$ cat config.mk
export PLATFORM = sky130hd
export DESIGN_NAME = buffer_burst_reader
export DESIGN_NICKNAME = d
export VERILOG_FILES = /design/src/rtl/buffer_burst_reader.sv
export SDC_FILE = /design/constraint.sdc
export NUM_CORES = 1
export LEC_CHECK = 0
export ABC_AREA = 1
export CAP_MARGIN = 20
export CORE_MARGIN = 1.5
export CORE_UTILIZATION = 59
export CTS_BUF_LIST = sky130_fd_sc_hd__clkbuf_4 sky130_fd_sc_hd__clkbuf_8 sky130_fd_sc_hd__clkbuf_16
export CTS_CLUSTER_SIZE = 30
export DETAILED_ROUTE_END_ITERATION = 8
export PLACE_DENSITY = 0.85
export SYNTH_ARGS = -nofsm -noshare
export SYNTH_HDL_FRONTEND = slang
export SYNTH_SLANG_ARGS = --single-unit
$ cat constraint.sdc
create_clock -name clk -period 6.31 [get_ports clk]
set_clock_uncertainty 0.15 [all_clocks]
set_input_delay 1.262 -clock clk [delete_from_list [all_inputs] [get_ports clk]]
set_output_delay 1.262 -clock clk [all_outputs]
set_load 0.03 [all_outputs]
$ cat src/rtl/buffer_burst_reader.sv
// buffer_burst_reader
//   Requests read access to a shared buffer and, once the arbiter grants it,
//   reads up to BURST_LEN consecutive words starting from a sampled base
//   address. A request that is not granted within TIMEOUT cycles is abandoned
//   and flagged. All outputs are registered.
//
// Ports
//   clk          : sole clock, rising edge
//   reset        : asynchronous, active-high reset
//   enable       : writer-side read request (level)
//   base_addr    : burst start address, sampled when a request starts
//   read_allowed : high while the burst is being read
//   ack_read     : grant acknowledge from the buffer arbiter
//   rq_read      : request to the buffer arbiter
//   reading      : buffer-side busy indicator
//   rd_en        : one word is read this cycle
//   rd_addr      : address of the word read while rd_en is high
//   words_read   : word count of the last completed burst
//   done         : one-cycle pulse when a granted burst finishes
//   timeout_err  : one-cycle pulse when a request times out
module buffer_burst_reader #(
    parameter int ADDR_WIDTH = 10,
    parameter int BURST_LEN  = 64,
    parameter int TIMEOUT    = 255
) (
    input  logic                  clk,
    input  logic                  reset,
    input  logic                  enable,
    input  logic [ADDR_WIDTH-1:0] base_addr,
    output logic                  read_allowed,
    input  logic                  ack_read,
    output logic                  rq_read,
    output logic                  reading,
    output logic                  rd_en,
    output logic [ADDR_WIDTH-1:0] rd_addr,
    output logic [15:0]           words_read,
    output logic                  done,
    output logic                  timeout_err
);

    localparam logic [1:0] IDLE       = 2'd0;
    localparam logic [1:0] REQUESTING = 2'd1;
    localparam logic [1:0] READING    = 2'd2;
    localparam logic [1:0] ENDING     = 2'd3;

    localparam int              WAIT_W     = (TIMEOUT < 2) ? 1 : $clog2(TIMEOUT + 1);
    // Value the wait counter holds on the cycle whose increment reaches TIMEOUT.
    localparam logic [WAIT_W-1:0] WAIT_LAST = WAIT_W'((TIMEOUT > 0) ? TIMEOUT - 1 : 0);
    localparam bit              TIMEOUT_EN = (TIMEOUT > 0);
    localparam logic [15:0]     BURST_MAX  = 16'(BURST_LEN);

    logic [1:0]            state;
    logic [WAIT_W-1:0]     wait_cnt;
    logic [15:0]           word_cnt;
    // Address of the next word to read; rd_addr keeps the last one presented.
    logic [ADDR_WIDTH-1:0] next_addr;

    always_ff @(posedge clk or posedge reset) begin
        if (reset) begin
            state        <= IDLE;
            wait_cnt     <= '0;
            word_cnt     <= '0;
            next_addr    <= '0;
            rq_read      <= 1'b0;
            reading      <= 1'b0;
            read_allowed <= 1'b0;
            rd_en        <= 1'b0;
            rd_addr      <= '0;
            words_read   <= '0;
            done         <= 1'b0;
            timeout_err  <= 1'b0;
        end else begin
            done        <= 1'b0;
            timeout_err <= 1'b0;
            rd_en       <= 1'b0;

            case (state)
                IDLE: begin
                    if (enable) begin
                        state     <= REQUESTING;
                        rq_read   <= 1'b1;
                        rd_addr   <= base_addr;
                        next_addr <= base_addr;
                        wait_cnt  <= '0;
                    end
                end

                REQUESTING: begin
                    // Grant beats withdrawal, which beats timeout.
                    if (ack_read) begin
                        state        <= READING;
                        rq_read      <= 1'b0;
                        reading      <= 1'b1;
                        read_allowed <= 1'b1;
                        word_cnt     <= '0;
                    end else if (!enable) begin
                        state   <= IDLE;
                        rq_read <= 1'b0;
                    end else if (TIMEOUT_EN && (wait_cnt == WAIT_LAST)) begin
                        state       <= IDLE;
                        rq_read     <= 1'b0;
                        timeout_err <= 1'b1;
                        wait_cnt    <= wait_cnt + 1'b1;
                    end else begin
                        wait_cnt <= wait_cnt + 1'b1;
                    end
                end

                READING: begin
                    if (enable && (word_cnt < BURST_MAX)) begin
                        rd_en     <= 1'b1;
                        rd_addr   <= next_addr;
                        next_addr <= next_addr + 1'b1;
                        word_cnt  <= word_cnt + 16'd1;
                    end else begin
                        state        <= ENDING;
                        reading      <= 1'b0;
                        read_allowed <= 1'b0;
                    end
                end

                default: begin
                    // ENDING: hold until the arbiter releases its grant.
                    if (!ack_read) begin
                        state      <= IDLE;
                        words_read <= word_cnt;
                        done       <= 1'b1;
                    end
                end
            endcase
        end
    end

endmodule

# Word level (Yosys, flattened, before mapping)

Index checks and enable logic that the tools add are counted.

Add/sub/neg operators: 3
Multiply operators: 0
Divide/modulo/power cells: 0
Order comparisons: 1
Eq/ne operators: 11
Shift operators: 0
Muxes and demuxes: 35
Bitwise logic cells: 2
Reduce and logical (&&, ||, !) cells: 13

Operators with widths:

| cell                    | count |
|---|---|
| $pmux W10 S2            | 2 |
| $mux W16                | 2 |
| $pmux W16 S2            | 1 |
| $mux W10                | 3 |
| $mux W8                 | 3 |
| $add A16 B1 Y16 const B | 1 |
| $lt A16 B7 Y1 const B   | 1 |
| $pmux W8 S2             | 1 |
| $mux W1                 | 14 |
| $mux W2                 | 6 |
| $ne A2 B2 Y1 const B    | 6 |
| $reduce_and A3 Y1       | 4 |
| $add A10 B1 Y10 const B | 1 |
| $add A8 B1 Y8 const B   | 1 |
| $eq A8 B8 Y1 const B    | 1 |
| $reduce_and A4 Y1       | 2 |
| $pmux W2 S3             | 1 |
| $reduce_bool A2 Y1      | 3 |
| $ne A4 B1 Y1 const B    | 1 |
| $ne A4 B4 Y1 const B    | 1 |
| $pmux W1 S2             | 2 |
| $reduce_or A3 Y1        | 1 |
| $eq A2 B1 Y1 const B    | 1 |
| $eq A2 B2 Y1 const B    | 1 |
| other kinds (4)         | 5 |

Bits in registers: 67
Bits in latches: 0
RAM bits: 0
ROM bits: 0
Input port bits: 14
Output and inout port bits: 32
Logic and storage cells: 76
Memories kept: 0

# Longest topological paths before layout

Gate-level depths: netlist of run 1.

Depth in word-level cells: 5
Mapped depth: 10
Mapped depth without buffers: 9

# Worst setup path after synthesis of run 1

No wires, ideal clock.

Path kind: input-to-reg
Start point: in enable
End point: reg wait_cnt[6]
Setup time: 126 ps
Data arrival time: 1,987 ps
Data required time: 6,034 ps
Slack: 4,047 ps
Stages on the path: 7
Buffers on the path: 1
Cells stage by stage: nor2_1 > nor2_4 > nand2_2 > nand2_1 > buf_2 > nand4_1 > o21ai_0

Cells in the longest elaborated chain, start to end: 2

Ends and longest elaborated chain:

| item                                   | RTL line | text |
|---|---|---|
| from (decl)                            | 28       | `input logic enable,` |
| $ne A2 B2 Y1 (no source line)          | n/a      |  |
| $reduce_and A4 Y1 (no source line) (*) | n/a      |  |
| to (signal assigned)                   | 103      | `wait_cnt <= wait_cnt + 1'b1;` |
| to (signal assigned)                   | 105      | `wait_cnt <= wait_cnt + 1'b1;` |
| to (decl)                              | 53       | `logic [WAIT_W-1:0] wait_cnt;` |

Mark *: on every way between the ends. The rest lies on a longest branch, timed or not.
A chain may end at the register's enable or synchronous reset.

# Final worst setup path of run 1

Start point: in enable
End point: reg next_addr[1]

Cells in the longest elaborated chain, start to end: 3

Ends and longest elaborated chain:

| item                                   | RTL line | text |
|---|---|---|
| $logic_and A1 B1 Y1                    | 110      | `if (enable && (word_cnt < BURST_MAX)) begin` |
| $ne A2 B2 Y1 (no source line)          | n/a      |  |
| $reduce_and A3 Y1 (no source line) (*) | n/a      |  |
| to (signal assigned)                   | 83       | `next_addr <= base_addr;` |
| to (signal assigned)                   | 113      | `next_addr <= next_addr + 1'b1;` |
| to (decl)                              | 56       | `logic [ADDR_WIDTH-1:0] next_addr;` |

Marked as above.

==> results of run 1 <==
## Yosys cell counts, types with 2 or more instances
master,instances,share of area [%]
nand2_1,169,19
dfrtp_1,67,51
inv_1,44,5.0
nand3_1,35,5.3
nor2_1,31,3.5
o21ai_0,20,3.0
nand4_1,12,2.3
o21ai_1,12,1.8
buf_2,6,0.91
nand2_2,5,0.95
buf_4,4,0.91
ha_1,4,1.5
a21oi_1,3,0.46
inv_2,3,0.34
nor2_2,2,0.38
nor3_1,2,0.30
xor2_1,2,0.53
## placed cells by master (no fill, tap or decap)
| cell type | instances |
|---|---|
| nor2_2 | 2 |
| nand2_1 | 169 |
| a21oi_1 | 3 |
| ha_1 | 4 |
| nand2_2 | 5 |
| nand3_1 | 35 |
| dfrtp_1 | 67 |
| inv_2 | 4 |
| nor2_4 | 1 |
| nor2_1 | 31 |
| o21ai_0 | 20 |
| clkbuf_8 | 11 |
| clkdlybuf4s50_1 | 45 |
| buf_4 | 1 |
| inv_1 | 43 |
| nand4_1 | 12 |
| xor2_1 | 2 |
| a21boi_0 | 1 |
| clkinv_2 | 2 |
| xnor2_1 | 1 |
| clkbuf_4 | 1 |
| nor3b_1 | 1 |
| nand3b_1 | 1 |
| nor3_1 | 2 |
| bufinv_16 | 1 |
| o21ai_1 | 12 |
| clkinv_4 | 1 |
| nor3_4 | 1 |
## sequential cells by signal (all words and copies together) (netlist names)
register and cells:
word_cnt 16, words_read 16, next_addr 10, rd_addr 10, wait_cnt 8, state 2
done 1, rd_en 1, reading 1, rq_read 1, timeout_err 1
## final cells by class
cell class,instances,area share (%)
sequential,67,42.3
multi-input combinational,303,34.2
inverter,47,4.45
timing repair buffer,46,11.6
clock buffer,12,4.01
tap,70,2.21
clock inverter,4,1.23
## worst min-delay path, stage by stage, from the launching register on
cell and delay [ps]:
dfrtp_1 340, nand2_1 60, nand2_1 50
## worst paths after layout
check / start / to / slack [ps]
worst max-delay path: enable / next_addr[1]$_DFFE_PP0P_ / 3230
worst min-delay path: words_read[10]$_DFFE_PP0P_ / words_read[10]$_DFFE_PP0P_ / 320
worst max register to register: state[1]$_DFFE_PP0P_ / next_addr[1]$_DFFE_PP0P_ / 3720
worst min register to register: words_read[10]$_DFFE_PP0P_ / words_read[10]$_DFFE_PP0P_ / 320
max in group asynchronous: reset / words_read[6]$_DFFE_PP0P_ / 4150
min in group asynchronous: reset / words_read[5]$_DFFE_PP0P_ / 1320
## power by group through the flow
| stage | sequential (mW) | clock, mW | combinational [mW] |
|---|---|---|---|
| finish | 0.624 | 0.365 | 0.660 |
| floorplan | 0.721 | 0 | 0.364 |
| detailed placement | 0.627 | 0 | 0.657 |
| global placement | 0.627 | 0 | 0.636 |
| CTS | 0.622 | 0.370 | 0.664 |
| global route | 0.640 | 0.387 | 0.737 |
## cell families after synthesis
family	after synthesis	synth area share, %
buffers and inverters	59	7.66
xor gates and xnor gates	3	0.800
AOI/OAI and AO/OA	36	5.56
and+or+nand+nor	260	33.4
adders and majority gates	4	1.52
DFF	67	51.0
## routing by layer
metal	up-vias	wire, um	global-route usage (%)	part of all wire, %
met3	8	311	3.41	4.6
met2	77	3370	41.9	50
met5	-	0	0	0
met4	0	82	12.4	1.2
li1	1439	-	-	-
met1	1347	2990	33.1	44
==> results by group, run 1 <==
Outcome
  – Status: completed

Synth
  – Synth Flop Type: dfrtp_1
  – Cell variety after synth: 25
  – Synth Warn #: 0
  – Mapped Avg Cell Area: 7.66 um2
  – Yosys reg bits: 67
  – Post-synth EDFFs: 0
  – Sequential area share after synthesis: 51.0%
  – Post-synth ARST share: 100%
  – Post-synthesis cell area: 3280 um2
  – Post-Syn Nets: 447
  – Cells after synthesis: 429

Clock tree
  – CTS Sinks: 67
  – Max Root-Sink Buffers: 2
  – Reg clk slew, reported paths: 70 ps
  – Clock latency at the later pin of the worst-skew pair: 340 ps
  – Cts hold-fix bufs: 0
  – H-tree Lvls: 3
  – CTS Buf Count: 9
  – TritonCTS clock tree: built
  – Post-CTS Setup Inserts: 0
  – CTS Root Cell: clkbuf_8
  – Post-cts sizing count: 0

Pwr
  – Logic pwr share: 40.0%
  – PD cells: 416 nW/um2
  – Switching share of total power: 41.7%
  – Max VDD drop: 0.219 mV
  – Clock Power Share: 22.1%
  – Int Power: 961 uW
  – Overall Power: 1.65 mW
  – Lkg Pwr: 2.02 nW
  – Sequential Power Share: 37.9%
  – NetSw: 688 uW

Final layout
  – Register Area: 1680 um2
  – Final cell count without fillers: 549
  – Fraction of layout cells with a size suffix above 1: 6.26%
  – Multi-input logic area: 1360 um2
  – Nets: 492
  – Post-Route Utilization: 75.7%
  – Ant. Diodes: 0
  – Design area: 3960 um2
  – Fillers: 403
  – Syn-to-layout area delta: 20.6%

Worst hold path
  – Hold Crit Class: flip-flop to flip-flop
  – WHS Path Cells: 2

Timing
  – Worst hold-check slack: 323 ps
  – Tcrit/Tclk final: 48.8%
  – Relative slew slack: 45.4%
  – Fmax: 325 MHz
  – Worst Setup Slack, final: 3230 ps
  – Max-slew violations: 0
  – Minimum clock period: 3080 ps
  – TNS Setup: 0 ps
  – RSZ-0062 raised after global routing: no
  – Slew of the pin with the lowest slew margin: 819 ps
  – # setup viols final: 0
  – Endpoints failing hold: 0

Worst setup path
  – Reg2reg path depth: 6
  – Buffers plus inverters on the worst setup path: 1
  – Setup CP Type: primary input to flip-flop
  – Worst EP arrival: 3150 ps
  – Most frequent CP cell: nand2_1
  – CP max FO: 20
  – CP cell instances: clkdlybuf4s50_1 -> nand3_1 -> nor2_1 -> nand2_1 -> nand2_2 -> nand2_1 -> nand2_1 -> nand2_1
  – Stages on worst setup path: 8
  – CP top delay family: simple AND/OR/NAND/NOR gates
  – Endpoint class of the critical path: flip-flop
  – CP startpoint kind: primary input
  – Critical Path RT: 6380 ps
  – Critical-path top delay cell: clkdlybuf4s50_1
  – Max incr delay on CP: 530 ps

Detailed routing
  – DR vias: 2871
  – Detailed Routing Iterations Pass 1: 4
  – DRC Markers: 0
  – Routed WL per cell: 12.3 um
  – DR iter-0 viols: 214
  – Antenna Violating Nets Remaining: 0
  – Routed WL: 6760 um
  – Vias per Instance: 5.23

Die
  – Die Span X: 77.6 um
  – Die area: 6020 um2
  – Core area: 5240 um2
  – Ports: 46
  – Die height: 77.6 um
  – Rows: 26
  – Initial Util: 62.7%

Global route
  – Initial antenna violation count: 0
  – Tot GR Track Use: 25.4%
  – Global route total overflow: 0
  – First-pass GRT wire length: 12100 um
  – Largest net degree at the start of global routing: 68
  – Number of global-route vias before repair: 2711

Placement
  – Gpl congestion: 0.855
  – Placed Cells: 533
  – Placement Setup Slack: 2930 ps
  – Post-place instance area: 3750 um2
  – Hpwl dp: 4600 um
  – Port-buffer cells: 45

Run
  – Max Cap Violations: 0
(Power assumes the default switching activity.)
==> inputs of run 2 (changes only) <==
--- a/config.mk
+++ b/config.mk
@@ -8,11 +8,11 @@
 export ABC_AREA = 1
 export CAP_MARGIN = 20
 export CORE_MARGIN = 1.5
-export CORE_UTILIZATION = 59
+export CORE_UTILIZATION = 49
 export CTS_BUF_LIST = sky130_fd_sc_hd__clkbuf_4 sky130_fd_sc_hd__clkbuf_8 sky130_fd_sc_hd__clkbuf_16
 export CTS_CLUSTER_SIZE = 30
 export DETAILED_ROUTE_END_ITERATION = 8
-export PLACE_DENSITY = 0.85
+export PLACE_DENSITY = 0.76
 export SYNTH_ARGS = -nofsm -noshare
 export SYNTH_HDL_FRONTEND = slang
 export SYNTH_SLANG_ARGS = --single-unit
==> constraint.sdc (replaced) <==
create_clock -name clk -period 2.8 [get_ports clk]
set_clock_uncertainty 0.15 [all_clocks]
set_input_delay 0.56 -clock clk [delete_from_list [all_inputs] [get_ports clk]]
set_output_delay 0.56 -clock clk [all_outputs]
set_load 0.03 [all_outputs]
==> results by group, run 2 (synthesis results as in run 1) <==
Die
  – Ports: 46
  – Die Span X: 84.9 um
  – Die height: 84.9 um
  – Die area: 7200 um2
  – Initial Util: 51.1%
  – Core area: 6420 um2
  – Rows: 29

Run
  – Max Cap Violations: 0

Clock tree
  – Post-CTS Setup Inserts: 0
  – H-tree Lvls: 3
  – CTS Sinks: 67
  – Max Root-Sink Buffers: 2
  – TritonCTS clock tree: built
  – CTS Root Cell: clkbuf_8
  – Clock latency at the later pin of the worst-skew pair: 340 ps
  – Post-cts sizing count: 0
  – CTS Buf Count: 9
  – Cts hold-fix bufs: 0
  – Reg clk slew, reported paths: 70 ps

Pwr
  – PD cells: 913 nW/um2
  – Overall Power: 3.64 mW
  – Lkg Pwr: 2.01 nW
  – Max VDD drop: 0.511 mV

Worst setup path
  – CP startpoint kind: flip-flop
  – Critical-path top delay cell: clkdlybuf4s50_1
  – Max incr delay on CP: 690 ps
  – CP top delay family: buffers and inverters
  – Setup CP Type: flip-flop to primary output
  – Worst EP arrival: 1420 ps
  – Critical Path RT: 2090 ps
  – CP cell instances: clkdlybuf4s50_1
  – Buffers plus inverters on the worst setup path: 1
  – Endpoint class of the critical path: primary output
  – CP max FO: 3

Global route
  – Global route total overflow: 0
  – Number of global-route vias before repair: 2606
  – Tot GR Track Use: 20.7%
  – Largest net degree at the start of global routing: 68
  – GRT met1 Usage: 29.4%
  – Initial antenna violation count: 0
  – Met2 usage: 32.1%
  – Most Crowded Layer GR: met2
  – Met3 usage: 3.60%
  – First-pass GRT wire length: 11900 um

Final layout
  – Syn-to-layout area delta: 21.2%
  – Commonest non-fill, non-tap cells in the layout: nand2_1 (169), dfrtp_1 (67), clkdlybuf4s50_1 (45), inv_1 (43), nand3_1 (35)
  – Largest regs: word_cnt: 16 flops, words_read: 16 flops
  – Commonest non-fill, non-tap cell in the layout: nand2_1
  – Fraction of layout cells with a size suffix above 1: 7.04%
  – Ant. Diodes: 0
  – Nets: 496

Timing
  – TNS Setup: 0 ps
  – # setup viols final: 0
  – Minimum clock period: 2130 ps
  – Tcrit/Tclk final: 76.1%
  – Relative slew slack: 55.4%
  – Max-slew violations: 0
  – Fmax: 469 MHz
  – RSZ-0062 raised after global routing: no
  – Endpoints failing hold: 0
  – Slew of the pin with the lowest slew margin: 668 ps

Placement
  – Gpl congestion: 0.812
  – Port-buffer cells: 45
  – Hpwl dp: 4910 um

Detailed routing
  – Routed WL per cell: 12.6 um
  – DR vias: 2881
  – Vias per Instance: 5.14
  – DRC Markers: 6
  – Antenna Violating Nets Remaining: 0
  – DR iter-0 viols: 192
  – Routed WL: 7050 um
  – Detailed Routing Iterations Pass 1: 7

Outcome
  – Status: finished with violations
  – Failing checks: DRC

Worst hold path
  – Hold Crit Class: flip-flop to flip-flop
[run 2: cell types whose count changed in the layout (fill, tap and decap cells not counted), sizes merged]
cell | previous run | this run
bufinv | 1 | 0
buf | 1 | 5
clkinvlp | 0 | 3
clkinv | 3 | 1
[run 2: cell type report]
cell class              instances  area, um2
fillers                       576       2440
flip-flops and latches         67       1680
multi-input cells             303       1360
repair buffers                 50        500
inverters                      47        176
clock buffers                  12        146
well taps                      77       96.3
clock inverters                 4       27.5
[run 2: worst paths after layout]
path                       slack [ps]                 startpoint                   endpoint  cells after the start
setup / recovery                  670        reading$_DFFE_PP0P_                    reading                      1
setup reg to reg                  810       state[0]$_DFFE_PP0P_   next_addr[8]$_DFFE_PP0P_                      7
max in group asynchronous        1740                      reset   next_addr[2]$_DFFE_PP0P_                      3
min in group asynchronous         450                      reset     rd_addr[7]$_DFFE_PP0P_                      3
hold / removal                    320  words_read[1]$_DFFE_PP0P_  words_read[1]$_DFFE_PP0P_                      2
hold reg to reg                   320  words_read[1]$_DFFE_PP0P_  words_read[1]$_DFFE_PP0P_                      2
[run 2: report_power, final]
part           leakage [nW]  switching (mW)  internal (mW)
clock                0.0829           0.367          0.350
combinational          1.04           0.996          0.522
sequential            0.891           0.200           1.20
[run 2: per-layer routing]
| layer | vias to the layer above | part of all wire, % |
|---|---|---|
| li1 | 1452 | - |
| met1 | 1341 | 47 |
| met2 | 77 | 47 |
| met3 | 11 | 4.5 |
| met4 | 0 | 1.7 |
| met5 | - | 0 |
[run 2: stage by stage]
step | hold WS [ps] | area [um2] | utilization [%] | setup WS, ps | std cells
6_report | 321 | 3980 | 62.0 | 669 | 560
5_1_grt | 342 | 3980 | 62.0 | 612 | 560
4_1_cts | 323 | 3980 | 62.0 | 655 | 560
3_5_place_dp | 303 | 3810 | 59.3 | 408 | 544
3_3_place_gp | 298 | 3810 | 59.3 | 447 | 544
2_1_floorplan | 286 | 3280 | - | 407 | 429
==> inputs of run 3 (changes only) <==
--- a/config.mk
+++ b/config.mk
@@ -8,11 +8,11 @@
 export ABC_AREA = 1
 export CAP_MARGIN = 20
 export CORE_MARGIN = 1.5
-export CORE_UTILIZATION = 49
+export CORE_UTILIZATION = 54
 export CTS_BUF_LIST = sky130_fd_sc_hd__clkbuf_4 sky130_fd_sc_hd__clkbuf_8 sky130_fd_sc_hd__clkbuf_16
 export CTS_CLUSTER_SIZE = 30
 export DETAILED_ROUTE_END_ITERATION = 8
-export PLACE_DENSITY = 0.76
+export PLACE_DENSITY = 0.79
 export SYNTH_ARGS = -nofsm -noshare
 export SYNTH_HDL_FRONTEND = slang
 export SYNTH_SLANG_ARGS = --single-unit
==> constraint.sdc (replaced) <==
create_clock -name clk -period 2.2 [get_ports clk]
set_clock_uncertainty 0.15 [all_clocks]
set_input_delay 0.44 -clock clk [delete_from_list [all_inputs] [get_ports clk]]
set_output_delay 0.44 -clock clk [all_outputs]
set_load 0.03 [all_outputs]
==> results by group, run 3 (synthesis results as in run 1) <==
Outcome
  – Status: completed

Pwr
  – PD cells: 1210 nW/um2
  – Overall Power: 4.93 mW
  – NetSw: 2.02 mW
  – Switching share of total power: 40.9%
  – Logic pwr share: 40.5%
  – Clock Power Share: 23.4%
  – Lkg Pwr: 2.06 nW
  – Max VDD drop: 0.784 mV
  – Sequential Power Share: 36.0%
  – Int Power: 2.91 mW

Clock tree
  – TritonCTS clock tree: built
  – Reg clk slew, reported paths: 70 ps
  – CTS Root Cell: clkbuf_8
  – CTS Buf Count: 9
  – H-tree Lvls: 3
  – Clock latency at the later pin of the worst-skew pair: 340 ps
  – Post-cts sizing count: 0
  – CTS Sinks: 67
  – Max Root-Sink Buffers: 2
  – Cts hold-fix bufs: 0
  – Post-CTS Setup Inserts: 0

Timing
  – Relative slew slack: 72.6%
  – Worst hold-check slack: 319 ps
  – Endpoints failing hold: 0
  – Minimum clock period: 1980 ps
  – Fmax: 506 MHz
  – # setup viols final: 0
  – Max-slew violations: 0
  – Slew of the pin with the lowest slew margin: 407 ps
  – TNS Setup: 0 ps
  – Tcrit/Tclk final: 89.9%
  – RSZ-0062 raised after global routing: no

Detailed routing
  – Vias per Instance: 5.10
  – Detailed Routing Iterations Pass 1: 4
  – DRC Markers: 0
  – DR vias: 2874
  – Antenna Violating Nets Remaining: 0
  – Routed WL: 7240 um
  – DR iter-0 viols: 265
  – Routed WL per cell: 12.8 um

Final layout
  – Post-Route Utilization: 69.3%
  – Commonest non-fill, non-tap cells in the layout: nand2_1 (169), dfrtp_1 (67), clkdlybuf4s50_1 (45), inv_1 (43), nand3_1 (35)
  – Nets: 502
  – Final cell count without fillers: 564
  – Ant. Diodes: 0
  – Fraction of layout cells with a size suffix above 1: 8.18%
  – Largest regs: word_cnt: 16 flops, words_read: 16 flops
  – Syn-to-layout area delta: 24.2%
  – Commonest non-fill, non-tap cell in the layout: nand2_1

Die
  – Core area: 5890 um2
  – Ports: 46
  – Die area: 6560 um2
  – Die Span X: 81.0 um
  – Rows: 28
  – Die height: 81.0 um
  – Initial Util: 55.8%

Worst hold path
  – WHS Path Cells: 2
  – Hold wc startpoint: word_cnt[14]$_DFFE_PP0P_
  – Hold Crit Class: flip-flop to flip-flop

Worst setup path
  – Critical Path RT: 1610 ps
  – Setup CP Type: flip-flop to primary output
  – Endpoint class of the critical path: primary output
  – CP cell instances: clkdlybuf4s50_1
  – CP startpoint kind: flip-flop
  – CP max FO: 3
  – FF-to-FF Start: state[0]$_DFFE_PP0P_
  – Buffers plus inverters on the worst setup path: 1
  – CP top delay family: buffers and inverters
  – Stages on worst setup path: 1
  – Worst EP arrival: 1390 ps
  – Max incr delay on CP: 680 ps
  – Critical-path top delay cell: clkdlybuf4s50_1
  – Reg2reg path depth: 7
  – Critical Path Start: reading$_DFFE_PP0P_

Placement
  – Gpl congestion: 0.861
  – Hpwl dp: 4870 um
  – Placed Cells: 548
  – Port-buffer cells: 45

Global route
  – Tot GR Track Use: 24.9%
  – First-pass GRT wire length: 12500 um
  – Initial antenna violation count: 0
  – Largest net degree at the start of global routing: 68
  – Number of global-route vias before repair: 2810
  – Global route total overflow: 0

Run
  – Max Cap Violations: 0
## run 3: changes by cell type in the layout (fill, tap and decap cells not counted)
cell       previous run  this run
buf_4                 4        10
bufinv_16             0         2
clkbuf_4              3         0
clkbuf_8              9        10
clkinv_4              0         1
inv_2                 4         3
## run 3: stage by stage
stage | cell area [um2] | setup slack (ps)
5_1_grt | 4080 | 151
2_1_floorplan | 3290 | 698
4_1_cts | 4080 | 198
6_report | 4080 | 222
3_5_place_dp | 3850 | 86.8
3_3_place_gp | 3850 | 142
## run 3: cell type report
type | instances | area, um2
well taps | 75 | 93.8
fillers | 473 | 1810
flip-flops and latches | 67 | 1680
repair buffers | 56 | 546
multi-input cells | 303 | 1360
inverters | 47 | 180
clock buffers | 10 | 138
clock inverters | 6 | 88.8
## run 3: final timing paths
| kind | to | slack [ps] |
|---|---|---|
| max in group asynchronous | next_addr[4]$_DFFE_PP0P_ | 1220 |
| setup reg to reg | next_addr[6]$_DFFE_PP0P_ | 320 |
| min in group asynchronous | rd_addr[4]$_DFFE_PP0P_ | 380 |
| hold reg to reg | word_cnt[14]$_DFFE_PP0P_ | 320 |
| hold / removal | word_cnt[14]$_DFFE_PP0P_ | 320 |
| setup / recovery | read_allowed | 220 |
## run 3: metal layers
| metal | global-route usage [%] | vias up | wire length, um |
|---|---|---|---|
| met3 | 4.27 | 12 | 354 |
| met2 | 39.6 | 76 | 3450 |
| met5 | 0 | - | 0 |
| met1 | 33.5 | 1332 | 3330 |
| li1 | - | 1454 | - |
| met4 | 10.7 | 0 | 108 |
## run 3: power by group through the flow
stage	registers (mW)	logic, mW	clock network, mW
floorplan	2.07	1.05	0
CTS	1.77	2.00	1.17
global route	1.82	2.24	1.23
global placement	1.79	1.95	0
finish	1.78	2.00	1.15
detailed placement	1.79	1.99	0
## run 3: worst reg2reg max path, stage by stage, from the launching register on
cell,delay [ps]
dfrtp_1,470
inv_2,180
nand2_2,270
o21ai_0,450
nand2_1,90
nand2_1,70
nand3_1,70
nand2_1,80
==> variant, RTL diff (config.mk and constraints of run 1) <==
Put one more register stage on the output `timeout_err`, cleared by the reset. The value now appears one clock later. The other outputs are not delayed to match. Comments in the files are not updated.
--- a/src/rtl/buffer_burst_reader.sv
+++ b/src/rtl/buffer_burst_reader.sv
@@ -51,2 +51,4 @@
 
+    logic timeout_err_s0;
+
     logic [1:0]            state;
@@ -70,6 +72,6 @@
             done         <= 1'b0;
-            timeout_err  <= 1'b0;
+            timeout_err_s0 <= 1'b0;
         end else begin
             done        <= 1'b0;
-            timeout_err <= 1'b0;
+            timeout_err_s0 <= 1'b0;
             rd_en       <= 1'b0;
@@ -101,3 +103,3 @@
                         rq_read     <= 1'b0;
-                        timeout_err <= 1'b1;
+                        timeout_err_s0 <= 1'b1;
                         wait_cnt    <= wait_cnt + 1'b1;
@@ -133,2 +135,10 @@
 
+    always_ff @(posedge clk or posedge reset) begin
+        if (reset) begin
+            timeout_err <= '0;
+        end else begin
+            timeout_err <= timeout_err_s0;
+        end
+    end
+
 endmodule
Check against the original RTL: no difference found for any inputs over 10 cycles, from zero or initial values and one cycle with reset high; that may be too few to reach the edited logic, so the function may still have changed.
==> variant against run 1 <==
  * Routed wire length up 8.9%
  * Sequential cell count up 1
  * Area after synthesis up 3.4%
  * Worst setup slack better by 100 ps
  * Final area up 3.4%
  * Hold slack worse by 110 ps
  * Power up 7.1%
  * Critical endpoint is now rd_addr[0]
==> variant: results (changes against run 1) <==
metric;value;unit;change
outcome;completed;;
met1 Use GR;34.86;%;+1.8 points
drt total wl;7.364;mm;+8.9%
largest net degree at the start of global routing;69;;+1.5%
Reg-to-Reg Start;state[1];;
sw frac;40.34;%;-1.4 points
vias in the first global route;2774;;+2.3%
Worst-Skew Late Latency;340;ps;about the same
Synth top cells by count;nand2_1 (163), dfrtp_1 (68), inv_1 (43), nand3_1 (37), nor2_1 (29);;
Fillers;413;;+2.5%
VDD IR max;304.9;uV;+39%
post-synthesis sequential area ratio;50.11;%;-0.94 points
post-layout net count;490;;-0.41%
gr usage total;25.97;%;+0.52 points
grt met2 use;42.16;%;+0.24 points
CP arrival;3060;ps;-90 ps
n_diodes;0;;unchanged
DR WL/cell;13.41;um;+8.9%
global placer's final weighted congestion;0.8433;;-1.4%
DRT iter0 DRCs;272;;+27%
Clock group;449;uW;+23%
leakage;0.002080;uW;+3.2%
reg2reg end;rd_addr[0];;
Worst-Margin Slew;851.1;ps;+32.34 ps
vias;2905;;+1.2%
r2r setup slk;4020;ps;+300 ps
worst-path fanout max;20;;unchanged
proportion of layout cells with a drive suffix above 1;9.224;%;+3.0 points
Area contributors post-synth;dfrtp_1 (50%), nand2_1 (18%), nand3_1 (5.5%);;
root buffer cell;clkbuf_8;;
GR Layer Usage met3;4.598;%;+1.2 points
first-pass GRT wire length;12.54;mm;+4.0%
sequential power;636;uW;+2%
Final Power;1767;uW;+7.1%
Yosys cell types;28;;+12%
[variant: cell types whose count changed in the layout (fill, tap and decap cells not counted), sizes merged, moves of 2 or more]
cell | before | now
nand2 | 174 | 170
nand4 | 12 | 15
bufinv | 1 | 3
clkinv | 3 | 1
nand3 | 35 | 37
o21ai | 32 | 30
[variant: final cells by class]
type                       instances  share of cell area, %
clock inverter                     4                  2.321
sequential                        68                  41.54
multi-input combinational        301                  34.67
timing repair buffer              46                  11.18
tap                               72                  2.199
clock buffer                      12                  3.879
inverter                          46                  4.215
[variant: metrics by stage]
step,hold slack [ps],area (sq um),setup WS [ps]
global placement,195.1,3842,3132
detailed placement,187.8,3842,3054
finish,213.9,4096,3334
CTS,212.3,4096,3352
global route,223.8,4096,3178
floorplan,181.2,3396,3186
[variant: cell families (layout without fill, tap and decap cells)]
family / count (synthesis) / after routing / share of synthesized area [%]
AND/OR/NAND/NOR: 260 / 260 / 33.27
flip-flops: 68 / 68 / 50.11
buffers and inverters: 60 / 108 / 8.069
AO/OA/AOI/OAI: 34 / 34 / 6.301
adder cells (fa/ha/maj): 4 / 4 / 1.474
XOR/XNOR: 3 / 3 / 0.7739
[variant: how the worst min path moves through the flow]
stage | slack, ps | startpoint | cells past startpoint | end
5_1_grt | 220 | timeout_err_s0 | 0 | timeout_err
6_report | 210 | timeout_err_s0 | 0 | timeout_err
4_1_cts | 210 | timeout_err_s0 | 0 | timeout_err
3_3_place_gp | 200 | timeout_err_s0 | 0 | timeout_err
3_5_place_dp | 190 | timeout_err_s0 | 0 | timeout_err
2_1_floorplan | 180 | timeout_err_s0 | 0 | timeout_err
[variant: per-layer routing]
layer  wire, um  share of wire (%)  vias up
met2       3632                 49       85
met3        319                4.3       14
met5          0                  0        -
met4        136                1.8        0
li1           -                  -     1442
met1       3275                 44     1364
